`src/rtl/rast_iter_pkg.sv`:
```
// Shared types and helpers for the raster sample iterator: sizes, scan states,
// one-hot subsample rate codes and the rate-to-step conversion.
package rast_iter_pkg;

  localparam int SIGFIG = 24;
  localparam int RADIX  = 10;
  localparam int VERTS  = 3;
  localparam int AXIS   = 3;
  localparam int COLORS = 3;

  typedef enum logic {
    WAIT,
    TEST
  } iter_state_t;

  localparam logic [3:0] SS_1  = 4'b1000;
  localparam logic [3:0] SS_4  = 4'b0100;
  localparam logic [3:0] SS_16 = 4'b0010;
  localparam logic [3:0] SS_64 = 4'b0001;

  // Anything that is not a legal one-hot code falls back to one sample per pixel.
  function automatic logic signed [SIGFIG-1:0] step_from_ss(input logic [3:0] rate);
    logic signed [SIGFIG-1:0] s;
    s = '0;
    case (rate)
      SS_4:    s[RADIX-1] = 1'b1;
      SS_16:   s[RADIX-2] = 1'b1;
      SS_64:   s[RADIX-3] = 1'b1;
      default: s[RADIX]   = 1'b1;
    endcase
    return s;
  endfunction

endpackage

```
`src/rtl/sample_advance.sv`:
```
// Combinational next-sample calculation for the raster walk. Sums are one bit
// wider than the coordinates so the compare against the upper-right corner never wraps.
module sample_advance
  import rast_iter_pkg::*;
(
  input  logic signed [SIGFIG-1:0] x,
  input  logic signed [SIGFIG-1:0] y,
  input  logic signed [SIGFIG-1:0] ll_x,
  input  logic signed [SIGFIG-1:0] ur_x,
  input  logic signed [SIGFIG-1:0] ur_y,
  input  logic signed [SIGFIG-1:0] step,
  output logic signed [SIGFIG-1:0] x_nxt,
  output logic signed [SIGFIG-1:0] y_nxt,
  output logic                     row_end,
  output logic                     last
);

  logic signed [SIGFIG:0] x_e, y_e, ur_x_e, ur_y_e, step_e, x_sum, y_sum;

  assign x_e    = $signed({x[SIGFIG-1], x});
  assign y_e    = $signed({y[SIGFIG-1], y});
  assign ur_x_e = $signed({ur_x[SIGFIG-1], ur_x});
  assign ur_y_e = $signed({ur_y[SIGFIG-1], ur_y});
  assign step_e = $signed({step[SIGFIG-1], step});

  assign x_sum = x_e + step_e;
  assign y_sum = y_e + step_e;

  assign row_end = x_sum > ur_x_e;
  assign x_nxt   = row_end ? ll_x : x_sum[SIGFIG-1:0];
  assign y_nxt   = y_sum[SIGFIG-1:0];

  // The current sample can only lie beyond the upper-right corner when the box
  // is inverted, in which case the single ll sample is also the last one.
  assign last = (row_end && (y_sum > ur_y_e)) || (x_e > ur_x_e) || (y_e > ur_y_e);

endmodule

```
`src/rtl/sample_scan_iterator.sv`:
```
// Walks a raster grid of sample points inside a triangle's bounding box.
// Optional RAST_ITER_BACK2BACK_EN lets the next box be accepted on the last sample cycle.
module sample_scan_iterator
  import rast_iter_pkg::*;
(
  input  logic                                  clk,
  input  logic                                  rst,
  input  logic [VERTS-1:0][AXIS-1:0][SIGFIG-1:0] tri_R13S,
  input  logic [COLORS-1:0][SIGFIG-1:0]          color_R13U,
  input  logic [1:0][1:0][SIGFIG-1:0]            box_R13S,
  input  logic                                  validTri_R13H,
  input  logic [3:0]                            subSample_RnnnnU,
  output logic                                  halt_RnnnnnL,
  output logic [VERTS-1:0][AXIS-1:0][SIGFIG-1:0] tri_R14S,
  output logic [COLORS-1:0][SIGFIG-1:0]          color_R14U,
  output logic [1:0][SIGFIG-1:0]                 sample_R14S,
  output logic                                  validSamp_R14H
);

`ifdef RAST_ITER_BACK2BACK_EN
  localparam bit BACK2BACK = 1'b1;
`else
  localparam bit BACK2BACK = 1'b0;
`endif

  iter_state_t              state;
  logic signed [SIGFIG-1:0] x, y, ll_x, ur_x, ur_y, step;
  logic signed [SIGFIG-1:0] x_nxt, y_nxt;
  logic                     row_end, last, accept;

  sample_advance u_advance (
    .x       (x),
    .y       (y),
    .ll_x    (ll_x),
    .ur_x    (ur_x),
    .ur_y    (ur_y),
    .step    (step),
    .x_nxt   (x_nxt),
    .y_nxt   (y_nxt),
    .row_end (row_end),
    .last    (last)
  );

  // Depends only on registered state, so there is no input-to-output path.
  assign halt_RnnnnnL = (state == WAIT) || (BACK2BACK && (state == TEST) && last);
  assign accept       = validTri_R13H && halt_RnnnnnL;

  assign sample_R14S[0] = x;
  assign sample_R14S[1] = y;

  always_ff @(posedge clk or negedge rst) begin
    if (!rst) begin
      state          <= WAIT;
      tri_R14S       <= '0;
      color_R14U     <= '0;
      x              <= '0;
      y              <= '0;
      ll_x           <= '0;
      ur_x           <= '0;
      ur_y           <= '0;
      step           <= '0;
      validSamp_R14H <= 1'b0;
    end else if (accept) begin
      state          <= TEST;
      tri_R14S       <= tri_R13S;
      color_R14U     <= color_R13U;
      x              <= box_R13S[0][0];
      y              <= box_R13S[0][1];
      ll_x           <= box_R13S[0][0];
      ur_x           <= box_R13S[1][0];
      ur_y           <= box_R13S[1][1];
      step           <= step_from_ss(subSample_RnnnnU);
      validSamp_R14H <= 1'b1;
    end else begin
      case (state)
        TEST: begin
          if (last) begin
            state          <= WAIT;
            validSamp_R14H <= 1'b0;
          end else begin
            x <= x_nxt;
            if (row_end) y <= y_nxt;
          end
        end
        default: ;
      endcase
    end
  end

endmodule

```
`config.mk`:
```
export PLATFORM = sky130hd
export DESIGN_NAME = sample_scan_iterator
export DESIGN_NICKNAME = d
export VERILOG_FILES = /design/src/rtl/rast_iter_pkg.sv /design/src/rtl/sample_advance.sv /design/src/rtl/sample_scan_iterator.sv
export SDC_FILE = /design/constraint.sdc
export NUM_CORES = 1
export LEC_CHECK = 0
export ABC_AREA = 1
export BUFFER_PORTS_ARGS = -buffer_cell sky130_fd_sc_hd__buf_2
export CORE_AREA = 5 5 279 281
export DETAILED_ROUTE_END_ITERATION = 16
export DIE_AREA = 0 0 284 286
export MAX_ROUTING_LAYER = met4
export PLACE_DENSITY_LB_ADDON = 0.12
export SLEW_MARGIN = 5
export SYNTH_ARGS = -nofsm -noshare
export SYNTH_HDL_FRONTEND = slang
export SYNTH_SLANG_ARGS = --single-unit
```
`constraint.sdc`:
```
create_clock -name clk -period 3.6 [get_ports clk]
set_input_delay 0.18 -clock clk [delete_from_list [all_inputs] [get_ports clk]]
set_output_delay 0.18 -clock clk [all_outputs]
set_load 0.01 [all_outputs]
```
=== After elaboration in Yosys (flattened, before gate mapping) ===
Cells that the tools add are included.

* $add $sub $neg: 2
* Order comparisons: 4
* Equality and inequality tests: 4
* Multiplexer cells: 18
* Bitwise operators: 1
* Reduce and logical (&&, ||, !) cells: 11

{| class="wikitable"
|+ Operators by type and width
! kind !! number
|-
| $mux 24 || 8
|-
| $add 24x12->25 || 2
|-
| $gt 25x24->1 || 2
|-
| $gt 24x24->1 || 2
|-
| $mux 1 || 10
|-
| $reduce_bool 2->1 || 3
|-
| $eq 4x1->1 const B || 1
|-
| $eq 4x2->1 const B || 1
|-
| $eq 4x3->1 const B || 1
|-
| $reduce_and 2->1 || 2
|-
| $reduce_and 3->1 || 1
|-
| $reduce_or 3->1 || 1
|-
| $logic_and 1x1->1 || 2
|-
| $logic_or 1x1->1 || 2
|-
| $ne 2x1->1 const B || 1
|-
| $not 1->1 || 1
|}

* Bits in registers: 414
* Input port bits: 391
* Output and inout bits: 338
* Logic and storage cells: 60

=== Logic depth before layout (Yosys ltp) ===
Gate-level depths: netlist (run 1).

* Word-level depth: 8
* Gate-level depth with buffers: 27
* Depth with buffers taken out: 26

=== Modules after synthesis ===
A second synthesis (run 1) with hierarchy kept.

* Cell total of the unflattened synthesis: 2900
* Area, all modules: 21952.3 um2

{| class="wikitable"
|+ Modules (own cells, without submodules)
! module !! times used !! cells each !! area each (um2) !! sequential area each (um2)
|-
| sample_scan_iterator || 1 || 1892 || 16130.5 || 10359.9
|-
| sample_advance || 1 || 1008 || 5821.8 || 0.0
|}

=== Worst setup path after synthesis (run 1) ===
No wires, ideal clock.

* Kind: register to register
* From: reg x[7]
* To: reg x[15]
* Library setup time: 0.118 ns
* Arrival time: 3.473 ns
* Data required time: 3.482 ns
* Setup slack: 0.009 ns
* Stages on the path, launching flop included: 23
* Buffers on the path: 1
* Path through: dfrtp_1 ha_1 inv_1 fa_1 o21ai_0 nand3_1 nor2_1 nand2_1 xor2_1 inv_1 ha_1 nand4_2 nor3_2 nand2_2 nand3_2 nand2_4 nand2_8 inv_4 nand2_4 nand4_4 buf_6 nand3_1 nand2_1

* Longest elaborated chain between the ends: 7

{| class="wikitable"
|+ RTL lines
! what !! RTL line !! text
|-
| from (decl) || sample_scan_iterator.sv:27 || <nowiki>logic signed [SIGFIG-1:0] x, y, ll_x, ur_x, ur_y, step;</nowiki>
|-
| from (signal assigned) || sample_scan_iterator.sv:67 || <nowiki>x <= box_R13S[0][0];</nowiki>
|-
| from (signal assigned) || sample_scan_iterator.sv:81 || <nowiki>x <= x_nxt;</nowiki>
|-
| $add 24x12->25 || sample_advance.sv:26 || <nowiki>assign x_sum = x_e + step_e;</nowiki>
|-
| $gt 25x24->1 || sample_advance.sv:29 || <nowiki>assign row_end = x_sum > ur_x_e;</nowiki>
|-
| $logic_and 1x1->1 || sample_advance.sv:35 || <nowiki>assign last = (row_end && (y_sum > ur_y_e)) || (x_e > ur_x_e) || (y_e > ur_y_e);</nowiki>
|-
| $logic_or 1x1->1 (2 in series) || sample_advance.sv:35 ||
|-
| $ne 2x1->1 (no source line) || - ||
|-
| $reduce_and 2->1 (no source line) || - ||
|}

Several ways; a longest one is shown, not always the timed one. The select of a mux whose other input is x is not followed.
A chain may end at the register's enable or synchronous reset.

=== Worst setup path in the final report (run 1) ===
* From: reg step[7]
* To: reg x[0]

* Longest elaborated chain between the ends: 7

{| class="wikitable"
|+ RTL lines
! what !! RTL line !! text
|-
| from (decl) || sample_scan_iterator.sv:27 ||
|-
| from (signal assigned) || sample_scan_iterator.sv:72 || <nowiki>step <= step_from_ss(subSample_RnnnnU);</nowiki>
|-
| $add 24x12->25, on equally long branches || sample_advance.sv:26, sample_advance.sv:27 ||
|-
| $gt 25x24->1, on equally long branches || sample_advance.sv:29, sample_advance.sv:35 ||
|-
| $logic_and 1x1->1 || sample_advance.sv:35 ||
|-
| $logic_or 1x1->1 (2 in series) || sample_advance.sv:35 ||
|-
| $ne 2x1->1 (no source line) || - ||
|-
| $reduce_and 2->1 (no source line) || - ||
|}

Several ways; a longest one is shown, not always the timed one. The select of a mux whose other input is x is not followed.

==> results of run 1 <==
[cells in the final DEF (no fill, tap or decap), drive strengths merged]
cell,netlist,routed
a31oi,2,2
dlygate4sd3,0,390
clkinv,1,8
buf,31,825
dfrtp,414,414
or2,3,3
inv,165,167
o22ai,7,7
clkbuf,77,83
o21ai,93,93
a21o,5,5
nor4,5,5
nand3b,3,3
nor3,10,10
nand4,17,17
o21a,4,4
a31o,1,1
clkinvlp,0,3
fa,2,2
o41ai,1,1
nor2,46,46
bufinv,0,2
xor2,16,16
nand2,1255,1255
xnor2,2,2
nand3,141,141
a21oi,43,43
nor3b,2,2
and2,1,1
ha,92,92
diode,0,17
[cells in the mapped netlist, types with 3 or more instances]
library cell,instances
nand2_1,1250
dfrtp_1,414
inv_1,164
nand3_1,139
ha_1,92
o21ai_0,91
clkbuf_1,77
nor2_1,44
a21oi_1,43
buf_2,16
xor2_1,16
nand4_1,13
buf_1,10
nor3_1,9
o22ai_1,7
a21o_1,5
buf_6,5
nor4_1,5
o21a_1,4
nand2_4,3
nand3b_1,3
nand4_4,3
or2_2,3
[cells by family (layout without fill, tap and decap cells)]
| group | after synthesis | after routing | synth area share |
|---|---|---|---|
| compound gates | 156 | 156 | 0.0422 |
| xor+xnor | 18 | 18 | 0.00805 |
| fa+ha+maj | 94 | 94 | 0.0608 |
| buf+inv | 274 | 1478 | 0.0556 |
| flops | 414 | 414 | 0.529 |
| other cells | 0 | 17 | 0 |
| simple gates | 1483 | 1483 | 0.304 |
[worst paths after layout]
kind,from,endpoint,slack [ns],depth (start not counted)
setup / recovery,step[7]$_DFFE_PN0P_,x[0]$_DFFE_PN0P_,-0.05,25
hold / removal,validTri_R13H,ll_x[5]$_DFFE_PN0P_,0.08,3
setup reg to reg,step[7]$_DFFE_PN0P_,x[0]$_DFFE_PN0P_,-0.05,25
hold reg to reg,color_R14U[61]$_DFFE_PN0P_,color_R14U[61]$_DFFE_PN0P_,0.47,2
max in group asynchronous,rst,color_R14U[27]$_DFFE_PN0P_,2.39,3
min in group asynchronous,rst,tri_R14S[164]$_DFFE_PN0P_,0.18,2
[where the power goes]
group	leakage, nW	internal, W	switching [W]
registers	5.10	0.00681	0.00128
clock network	0.838	0.00313	0.00211
logic	11.1	0.00588	0.00877
[routing by layer]
layer	wire length, um	vias up	global-route usage
met5	0	-	-
met4	2690	0	0.0585
met3	4350	156	0.0414
met2	41400	581	0.339
met1	34200	9761	0.236
li1	-	9948	-
[metrics by stage]
step	setup WS, ns	TNS [ns]	hold WS, ns	util	std cells
CTS	-0.0470	-0.697	0.0383	0.408	4608
floorplan	0.00905	0	-0.116	-	2439
global placement	-0.117	-2.99	0.231	0.329	4113
finish	-0.0472	-0.714	0.0837	0.417	4638
detailed placement	-0.214	-7.09	0.228	0.329	4113
global route	-0.213	-7.68	0.0596	0.417	4636
[registers in the layout (all words and copies together) (netlist names)]
| signal | cells |
|---|---|
| state | 1 |
| x | 24 |
| ll_x | 24 |
| color_R14U | 72 |
| ur_y | 24 |
| tri_R14S | 216 |
| ur_x | 24 |
| validSamp_R14H | 1 |
| step | 4 |
| y | 24 |
[what timing repair did]
action | in CTS | in global routing
endpoints found under the hold margin | 479 | 0
setup buffers | 11 | 8
pin swaps | 15 | 37
resized for setup | 44 | 89
gates cloned | 1 | 5
hold buffers | 390 | 0
endpoints found under the setup margin | 43 | 43
[worst max-delay path, cell delays in order, from the launching register on]
cell       delay, ns
dfrtp_2         0.43
ha_4            0.17
inv_2           0.04
fa_2            0.39
o21ai_2         0.14
buf_6           0.13
buf_6           0.11
nand3b_1        0.09
xor2_1          0.19
inv_1           0.07
ha_1            0.27
nand2_1         0.06
inv_2           0.08
nand3_4         0.09
nor3_2          0.19
nand2_2         0.11
nand3_2         0.09
nand2_4         0.08
nand2_8         0.10
buf_6           0.10
buf_6           0.09
o21ai_4         0.06
buf_12          0.19
clkbuf_16       0.17
nand3_2         0.07
nand2_1         0.05
[area by class of cell]
class | instances | share of cell area
Antenna cell | 17 | 0.00136
Clock buffer | 79 | 0.0499
Sequential cell | 414 | 0.330
Inverter | 166 | 0.0202
Tap cell | 978 | 0.0390
Clock inverter | 14 | 0.00467
Timing Repair Buffer | 1219 | 0.276
Multi-Input combinational cell | 1751 | 0.279
==> results.json, run 1 <==
{
  "status": "finished with violations",
  "violations": "negative setup slack",
  "drive_gt1_frac": 0.284,
  "slew_violations": 0,
  "synth_edf_count": 0,
  "worst_slack_ns": -0.0472,
  "synth.top_cell.area_share": 0.529,
  "start_util": 0.260,
  "overflow": 0,
  "clk_pin_slew_ns": 0.06,
  "p_total_w": 0.0280,
  "synthDistinctLibCells": 41,
  "synthFlopType": "dfrtp_1",
  "cts_root_buf": "clkbuf_16",
  "htree_levels": 2,
  "hold_path.class": "in2reg",
  "ys_seq_area_frac": 0.529,
  "io_pins": 729,
  "routed_wl_um": 82600,
  "fin_nets": 4089,
  "worstPathArrival_ns": 4.12,
  "fin_crit_ns": 3.65,
  "portBuffers": 728,
  "grt_max_degree": 195,
  "via_per_inst": 4.41,
  "timing.slew.headroom": 0.334,
  "yosys-top-cells-area": "dfrtp_1 53%, nand2_1 24%, ha_1 5.9%",
  "synth_top_area_cell": "dfrtp_1",
  "netlist_instances": 2439,
  "worst-path-max-fanout": 6,
  "hold_viol": 0,
  "synth.yosys.warnings": 0,
  "start_kind": "register",
  "clkLatencyLatePin_ns": 0.60,
  "setup_violations": 24,
  "ys_async_sr_fraction": 1.00,
  "route.detailed.drc": 0,
  "rsz0062_at_grt": "yes",
  "numCtsBuffers": 52,
  "drt_iter0_markers": 1059,
  "syn_avg_cell_area_um2": 8.03,
  "area.sequential_um2": 10400,
  "clk_path_buf_depth": 3,
  "fmax_ghz": 0.274,
  "wl_per_cell_um": 17.8,
  "die_h_um": 286,
  "antenna_found_initial": 17,
  "synth_fp_nets": 2924,
  "die-area_um2": 81200,
  "finClkSkew_ns": 0.0197,
  "grt_use_total": 0.198,
  "period_share": 1.01,
  "die_width_um": 284,
  "num-fill-cells": 7616,
  "peakVddDrop_mv": 0.436,
  "coreArea_um2": 75200,
  "multi_input_area_um2": 8740,
  "cts_tree": "built",
  "area_delta_synth_final_pct": 60.2,
  "firstDrtPassIters": 5,
  "worst_setup_path_end_kind": "register",
  "worstMarginPinSlew_ns": 0.999,
  "synth_area_um2": 19600,
  "maxCapViolCount": 0,
  "grt_pass1_wl_um": 124000,
  "crit_required_ns": 4.07,
  "design_area_um2": 31400,
  "dp_hpwl_um": 60000,
  "via_count": 20400,
  "powerDensity_nw_per_um2": 892,
  "grt_pass1_vias": 21300,
  "ys_seq_elements": 414,
  "postRouteAntennaNets": 0,
  "place_area_um2": 24800,
  "gp_congestion": 0.879,
  "crit_type": "reg2reg",
  "cts_sinks": 414,
  "p_leak_nw": 17.1,
  "num_rows": 101
}
(Power assumes the default switching activity.)
==> run 2: changes to the inputs <==
--- a/config.mk
+++ b/config.mk
@@ -7,12 +7,13 @@
 export LEC_CHECK = 0
 export ABC_AREA = 1
 export BUFFER_PORTS_ARGS = -buffer_cell sky130_fd_sc_hd__buf_2
-export CORE_AREA = 5 5 279 281
+export CORE_AREA = 5 5 280 282
 export DETAILED_ROUTE_END_ITERATION = 16
-export DIE_AREA = 0 0 284 286
+export DIE_AREA = 0 0 285 287
 export MAX_ROUTING_LAYER = met4
 export PLACE_DENSITY_LB_ADDON = 0.12
 export SLEW_MARGIN = 5
 export SYNTH_ARGS = -nofsm -noshare
 export SYNTH_HDL_FRONTEND = slang
+export SYNTH_HIERARCHICAL = 1
 export SYNTH_SLANG_ARGS = --single-unit
==> run 2 against run 1 <==
Effect of this change: flip-flop and latch count did not move; power rose by 19%; the flow still finishes with violations (negative setup slack); cell count is 13% higher; clock skew fell by 0.0042 ns; die area up 0.70%; critical endpoint is now x[13]$_DFFE_PN0P_.
==> results.json, run 2 <==
{
  "status": "finished with violations",
  "violations": "negative setup slack",
  "largest_reg_flops": 216,
  "drive_gt1_frac": 0.281,
  "die-area_um2": 81800,
  "worst-path-max-fanout": 14,
  "via_count": 23100,
  "syn_avg_cell_area_um2": 7.57,
  "final_cell_mix": "1556 x nand2_1, 727 x buf_2, 409 x dfrtp_1",
  "peakVddDrop_mv": 0.780,
  "hold_path.class": "in2reg",
  "grt_max_degree": 193,
  "fin_nets": 4721,
  "cp_num_cells": 26,
  "setup_tns_ns": -1.38,
  "start_kind": "register",
  "yosysMostFrequentCell": "nand2_1",
  "via_per_inst": 4.42,
  "crit_start": "y[10]$_DFFE_PN0P_",
  "maxCapViolCount": 0,
  "dp_slack_ns": -0.290,
  "ys_seq_elements": 414,
  "ys_seq_area_frac": 0.472,
  "synthTopCellsByCount": "1637 x nand2_1, 414 x dfrtp_1, 172 x inv_1, 146 x ha_1, 92 x nor2_1",
  "p_int_w": 0.0180,
  "start_util": 0.291,
  "clk_path_buf_depth": 3,
  "p_comb_frac": 0.582,
  "worst_setup_path_end_kind": "register",
  "worstMarginPinSlew_ns": 1.18,
  "clk_pin_slew_ns": 0.06,
  "num_rows": 101,
  "fin_crit_ns": 3.67,
  "power_frac_seq": 0.247,
  "mostFrequentLayoutCell": "nand2_1",
  "netlist_instances": 2900,
  "antenna_found_initial": 19,
  "area_delta_synth_final_pct": 57.8,
  "worst_slack_ns": -0.0739,
  "grt_pass1_wl_um": 146000,
  "synth.top_cell.area_share": 0.472,
  "yosys-top-cells-area": "dfrtp_1 47%, nand2_1 28%, ha_1 8.3%",
  "slowest_stage": "dfrtp_2",
  "reg2reg_to": "x[13]$_DFFE_PN0P_",
  "wl_per_cell_um": 18.9,
  "synth.yosys.warnings": 6,
  "finClkSkew_ns": 0.0155,
  "io_pins": 729,
  "synth_edf_count": 0,
  "swShare": 0.457,
  "p_total_w": 0.0332,
  "hold_viol": 0,
  "ys_async_sr_fraction": 1.00,
  "routed_wl_um": 98500,
  "p_leak_nw": 19.4,
  "grt_pass1_vias": 23600,
  "synth_area_um2": 22000,
  "route.detailed.drc": 0,
  "r2r_cells": 26,
  "synthFlopType": "dfrtp_1",
  "overflow": 0,
  "drt_iter0_markers": 1262,
  "firstDrtPassIters": 5,
  "dp_hpwl_um": 75400,
  "numCtsBuffers": 51,
  "crit_end": "x[13]$_DFFE_PN0P_",
  "cp_num_buf_inv": 4,
  "regMostFlops": "tri_R14S",
  "gp_congestion": 0.922,
  "coreArea_um2": 75400,
  "synth_top_area_cell": "dfrtp_1",
  "timing.slew.headroom": 0.215,
  "cts_tree": "built",
  "reg2reg_from": "y[10]$_DFFE_PN0P_",
  "portBuffers": 728,
  "period_share": 1.02,
  "place_area_um2": 27700,
  "crit_required_ns": 4.08,
  "rrSetupSlack_ns": -0.07,
  "cts_root_buf": "clkbuf_16",
  "clkLatencyLatePin_ns": 0.60,
  "fmax_ghz": 0.272,
  "worstPathArrival_ns": 4.15,
  "cts_sinks": 414,
  "clockPowerShare": 0.171,
  "powerDensity_nw_per_um2": 957,
  "grt_use_total": 0.237,
  "slew_violations": 0,
  "largestRegisters": "tri_R14S (216), color_R14U (72)",
  "cpPeakStageDelay_ns": 0.44,
  "die_width_um": 285,
  "setup_violations": 24,
  "switchingPower_w": 0.0151,
  "die_h_um": 287,
  "rsz0062_at_grt": "yes",
  "htree_levels": 2,
  "worst_path_most_repeated_cell": "nand2_1",
  "crit_family": "simple AND/OR/NAND/NOR gates",
  "synthDistinctLibCells": 43,
  "design_area_um2": 34600,
  "crit_type": "reg2reg",
  "postRouteAntennaNets": 0
}
-- run 2: what timing repair did --
action                                  in CTS  in global routing
pin swaps                                   13                 68
endpoints found under the hold margin      489                  0
cloned                                       2                  2
resized for setup                           85                135
endpoints found under the setup margin      49                 50
hold buffers                               390                  0
buffers inserted                             8                  8
-- run 2: cell type report --
cell class / instances / area [um2]
Inverter: 176 / 673
Tap cell: 978 / 1220
Clock buffer: 71 / 1490
Multi-Input combinational cell: 2247 / 11400
Fill cell: 7630 / 40800
Clock inverter: 23 / 350
Sequential cell: 414 / 10400
Antenna cell: 20 / 50.0
Timing Repair Buffer: 1292 / 9140
-- run 2: worst min path at each step --
stage / cells after the start / slack, ns / startpoint / endpoint
2_1_floorplan: 0 / -0.12 / rst / color_R14U[0]$_DFFE_PN0P_
3_3_place_gp: 1 / 0.28 / rst / tri_R14S[122]$_DFFE_PN0P_
3_5_place_dp: 1 / 0.29 / rst / tri_R14S[122]$_DFFE_PN0P_
4_1_cts: 5 / 0.03 / subSample_RnnnnU[0] / step[7]$_DFFE_PN0P_
5_1_grt: 5 / 0.1 / subSample_RnnnnU[0] / step[7]$_DFFE_PN0P_
6_report: 5 / 0.09 / subSample_RnnnnU[0] / step[7]$_DFFE_PN0P_
-- run 2: power groups by stage --
| stage | Clock [W] | Combinational (W) | Sequential, W |
|---|---|---|---|
| 2_1_floorplan | 0 | 0.00917 | 0.00883 |
| 3_3_place_gp | 0 | 0.0171 | 0.00816 |
| 3_5_place_dp | 0 | 0.0171 | 0.00810 |
| 4_1_cts | 0.00588 | 0.0182 | 0.00815 |
| 5_1_grt | 0.00604 | 0.0215 | 0.00845 |
| 6_report | 0.00569 | 0.0193 | 0.00818 |
-- run 2: routing by layer --
metal | up-vias | part of all wire | wire length [um] | global-route usage
met2 | 730 | 0.46 | 45000 | 0.374
met4 | 0 | 0.044 | 4320 | 0.0878
li1 | 11600 | - | - | -
met3 | 174 | 0.066 | 6490 | 0.0560
met1 | 10600 | 0.43 | 42600 | 0.300
met5 | - | 0 | 0 | -
-- run 2: cells by family (layout without fill, tap and decap cells) --
logic type                 after synthesis  after routing  share of synthesized area
xor gates and xnor gates                33             33                     0.0132
AOI/OAI and AO/OA                      149            149                     0.0393
buffers and inverters                  280           1562                     0.0574
other                                    1             62                   0.000171
adders and majority gates              148            148                     0.0850
and+or+nand+nor                       1875           1875                      0.333
DFF                                    414            414                      0.472
-- run 2: through the flow --
step,hold slack (ns),utilization,instances
5_1_grt,0.0967,0.459,5220
3_3_place_gp,0.280,0.368,4698
6_report,0.0879,0.459,5221
3_5_place_dp,0.285,0.368,4698
2_1_floorplan,-0.116,-,2941
4_1_cts,0.0312,0.450,5192
-- run 2: tightest hold or removal path: cells and delay by family --
kind / cells / cell delay [ns]
AO/OA/AOI/OAI: 1 / 0.14
buffers and inverters: 2 / 0.12
AND/OR/NAND/NOR: 2 / 0.20
==> run 3: changes to the inputs <==
--- a/config.mk
+++ b/config.mk
@@ -5,11 +5,10 @@
 export SDC_FILE = /design/constraint.sdc
 export NUM_CORES = 1
 export LEC_CHECK = 0
-export ABC_AREA = 1
 export BUFFER_PORTS_ARGS = -buffer_cell sky130_fd_sc_hd__buf_2
-export CORE_AREA = 5 5 280 282
+export CORE_AREA = 5 5 279 281
 export DETAILED_ROUTE_END_ITERATION = 16
-export DIE_AREA = 0 0 285 287
+export DIE_AREA = 0 0 284 286
 export MAX_ROUTING_LAYER = met4
 export PLACE_DENSITY_LB_ADDON = 0.12
 export SLEW_MARGIN = 5
==> run 3 against run 2 <==
Effect of this change: the flow still finishes with violations (negative setup slack); global-route usage is 3.1 points lower; area after synthesis is 2.8% lower; setup slack worse by 0.85 ns; via count is 9.7% lower; clock-buffer cell count is 3 higher; sequential share of layout area is 0.80 points higher; sequential power is 1% lower; first-iteration DRC count is 35% lower; clock power is 3% lower; core utilization is 1.1 points lower; combinational power hardly changed; critical path type unchanged; largest cell class unchanged; highest routed layer unchanged.
==> results.json, run 3 <==
{
  "status": "finished with violations",
  "violations": "negative setup slack",
  "p_leak_nw": 18.4,
  "synthFlopType": "dfrtp_1",
  "clk_pin_slew_ns": 0.06,
  "synth.top_cell.area_share": 0.485,
  "period_share": 1.26,
  "yosys-top-cells-area": "dfrtp_1 49%, nand2_1 20%, ha_1 8.6%",
  "worst_setup_path_end_kind": "register",
  "crit_end": "x[2]$_DFFE_PN0P_",
  "syn_avg_cell_area_um2": 9.19,
  "powerDensity_nw_per_um2": 968,
  "reg2reg_to": "x[2]$_DFFE_PN0P_",
  "synth_compound_area_frac": 0.0620,
  "die_width_um": 284,
  "drt_iter0_markers": 822,
  "worst_path_most_repeated_cell": "buf_6",
  "synth-simple-area-share": 0.224,
  "synth.yosys.warnings": 6,
  "timing.slew.headroom": 0.445,
  "slew_violations": 0,
  "fmax_ghz": 0.221,
  "crit_required_ns": 4.09,
  "crit_type": "reg2reg",
  "finClkSkew_ns": 0.0167,
  "drive_gt1_frac": 0.324,
  "muxShareOfSynthArea": 0.0815,
  "synth_area_um2": 21300,
  "die-area_um2": 81200,
  "rsz0062_at_grt": "yes",
  "ys_async_sr_fraction": 1.00,
  "largestRegisters": "tri_R14S (216), color_R14U (72)",
  "clkLatencyLatePin_ns": 0.62,
  "htree_levels": 2,
  "crit_start": "step[10]$_DFFE_PN0P_",
  "wl_per_cell_um": 18.0,
  "area_delta_synth_final_pct": 58.1,
  "rrSetupSlack_ns": -0.92,
  "peakVddDrop_mv": 0.499,
  "numCtsBuffers": 52,
  "ys_seq_elements": 414,
  "maxCapViolCount": 0,
  "start_util": 0.284,
  "synth-xor-area-share": 0.0181,
  "crit_chain": "buf_6 -> ha_4 -> a41oi_2 -> o221ai_2 -> a31oi_2 -> o21ai_2 -> buf_4 -> a21oi_2 -> xnor2_1 -> ha_1 -> a21o_1 -> a211oi_2 -> nor2_1 -> nor3_1 -> nor2_1 -> o31ai_4 -> buf_6 -> buf_6 -> buf_4 -> mux2_2 -> mux2_4 -> mux2_2",
  "fin_nets": 4200,
  "num_rows": 101,
  "grt_pass1_wl_um": 130000,
  "mostFrequentLayoutCell": "nand2_1",
  "worstPathArrival_ns": 5.01,
  "synth_fa_ha_area_frac": 0.0875,
  "cpPeakStageDelay_ns": 0.40,
  "setup_violations": 50,
  "fin_crit_ns": 4.52,
  "post-route-util": 0.449,
  "worst-path-max-fanout": 6,
  "firstDrtPassIters": 6,
  "cts_root_buf": "clkbuf_16",
  "synth_top_family_by_area": "simple AND/OR/NAND/NOR gates",
  "overflow": 0,
  "route.detailed.drc": 0,
  "start_kind": "register",
  "regMostFlops": "tri_R14S",
  "largest_reg_flops": 216,
  "antenna_found_initial": 18,
  "die_h_um": 286,
  "clk_path_buf_depth": 3,
  "grt_max_degree": 88,
  "via_count": 20800,
  "grt_pass1_vias": 22300,
  "synth_edf_count": 0,
  "gp_congestion": 0.890,
  "worst_slack_ns": -0.919,
  "synthDistinctLibCells": 62,
  "io_pins": 729,
  "synth_top_area_cell": "dfrtp_1",
  "dp_slack_ns": -1.14,
  "reg2reg_from": "step[10]$_DFFE_PN0P_",
  "postRouteAntennaNets": 0,
  "r2r_cells": 22,
  "slowest_stage": "dfrtp_1",
  "dp_hpwl_um": 64500,
  "ys_seq_area_frac": 0.485,
  "cts_tree": "built",
  "worstMarginPinSlew_ns": 0.833,
  "routed_wl_um": 84700,
  "hold_viol": 0,
  "cts_sinks": 414,
  "portBuffers": 728,
  "coreArea_um2": 75200,
  "hold_path.class": "in2async",
  "final_cell_mix": "1109 x nand2_1, 727 x buf_2, 411 x dfrtp_1",
  "via_per_inst": 4.43,
  "grt_use_total": 0.207,
  "netlist_instances": 2323,
  "yosysMostFrequentCell": "nand2_1",
  "synthTopCellsByCount": "1109 x nand2_1, 414 x dfrtp_1, 146 x ha_1, 98 x mux2_4, 79 x inv_1",
  "num-fill-cells": 7387
}
-- run 3: cell count changes after synthesis, moves of 27 or more --
| cell | delta |
|---|---|
| mux2_4 | +98 |
| nand2_1 | -528 |
| nand3_1 | -73 |
| buf_2 | -27 |
| a21o_1 | +35 |
| inv_1 | -93 |
| nor2_1 | -67 |
-- run 3: area by class of cell --
class                      instances  area (um2)  area share
timing repair buffer            1336        9470       0.281
sequential                       414       10400       0.307
multi-input combinational       1778       10500       0.312
inverter                          79         297     0.00879
clock buffer                      74        1540      0.0458
antenna                           18        45.0     0.00134
tap                              978        1220      0.0363
clock inverter                    21         274     0.00812
-- run 3: cells by family (layout without fill, tap and decap cells) --
group	Yosys count	after routing
other	1	60
XOR/XNOR	44	44
multiplexers	122	122
adder cells (fa/ha/maj)	148	148
buffers and inverters	172	1510
flip-flops	414	414
AO/OA/AOI/OAI	202	202
AND/OR/NAND/NOR	1220	1220
-- run 3: per-stage QoR --
stage                     power [W]  setup TNS, ns  instance area, um2  cells  hold slack (ns)
after floorplan              0.0186         -30.12               21600   2364           -0.116
after global placement       0.0258         -48.62               27600   4176            0.298
after detailed placement     0.0261         -52.56               27600   4176            0.304
after CTS                    0.0328         -44.77               33600   4679            0.224
after global routing         0.0352         -55.32               33700   4698            0.269
final                        0.0327         -43.37               33700   4698            0.216
-- run 3: power by group --
group          internal [W]  switching (W)  leakage, nW
clock network       0.00329        0.00222        0.903
registers           0.00681        0.00127         5.07
logic               0.00951        0.00955         12.4
-- run 3: timing repair --
action | in CTS | in global routing
resized for setup | 39 | 9
pin swaps | 33 | 8
gates cloned | 2 | 0
setup endpoints to repair | 50 | 50
endpoints found under the hold margin | 489 | 0
hold buffers | 393 | 0
setup buffers | 15 | 2
-- run 3: worst max-delay path: cells and delay by family (launching register included) --
kind	cells	cell delay (ns)
XOR/XNOR	1	0.20
adder cells (fa/ha/maj)	2	0.58
AND/OR/NAND/NOR	3	0.34
buffers and inverters	5	0.72
flip-flops	1	0.40
multiplexers	3	0.85
AO/OA/AOI/OAI	8	1.32
-- run 3: per-layer routing --
layer  vias to the layer above  routed length, um  global-route usage  part of all wire
met1                      9932              35100               0.246              0.41
met5                         -                  0                   -                 0
li1                      10200                  -                   -                 -
met4                         0               2740              0.0647             0.032
met3                       150               5090              0.0480             0.060
met2                       545              41900               0.350              0.49
-- run 3: how the worst min path moves through the flow --
stage                   from                         to  slack [ns]  cells after the start
6_report                 rst       ur_y[16]$_DFFE_PN0P_        0.22                      2
5_1_grt                  rst       ur_y[16]$_DFFE_PN0P_        0.27                      2
4_1_cts        color_R13U[7]  color_R14U[7]$_DFFE_PN0P_        0.22                      4
3_5_place_dp             rst       ur_y[17]$_DFFE_PN0P_        0.30                      1
3_3_place_gp             rst       ur_y[16]$_DFFE_PN0P_        0.30                      1
2_1_floorplan            rst  color_R14U[0]$_DFFE_PN0P_       -0.12                      0
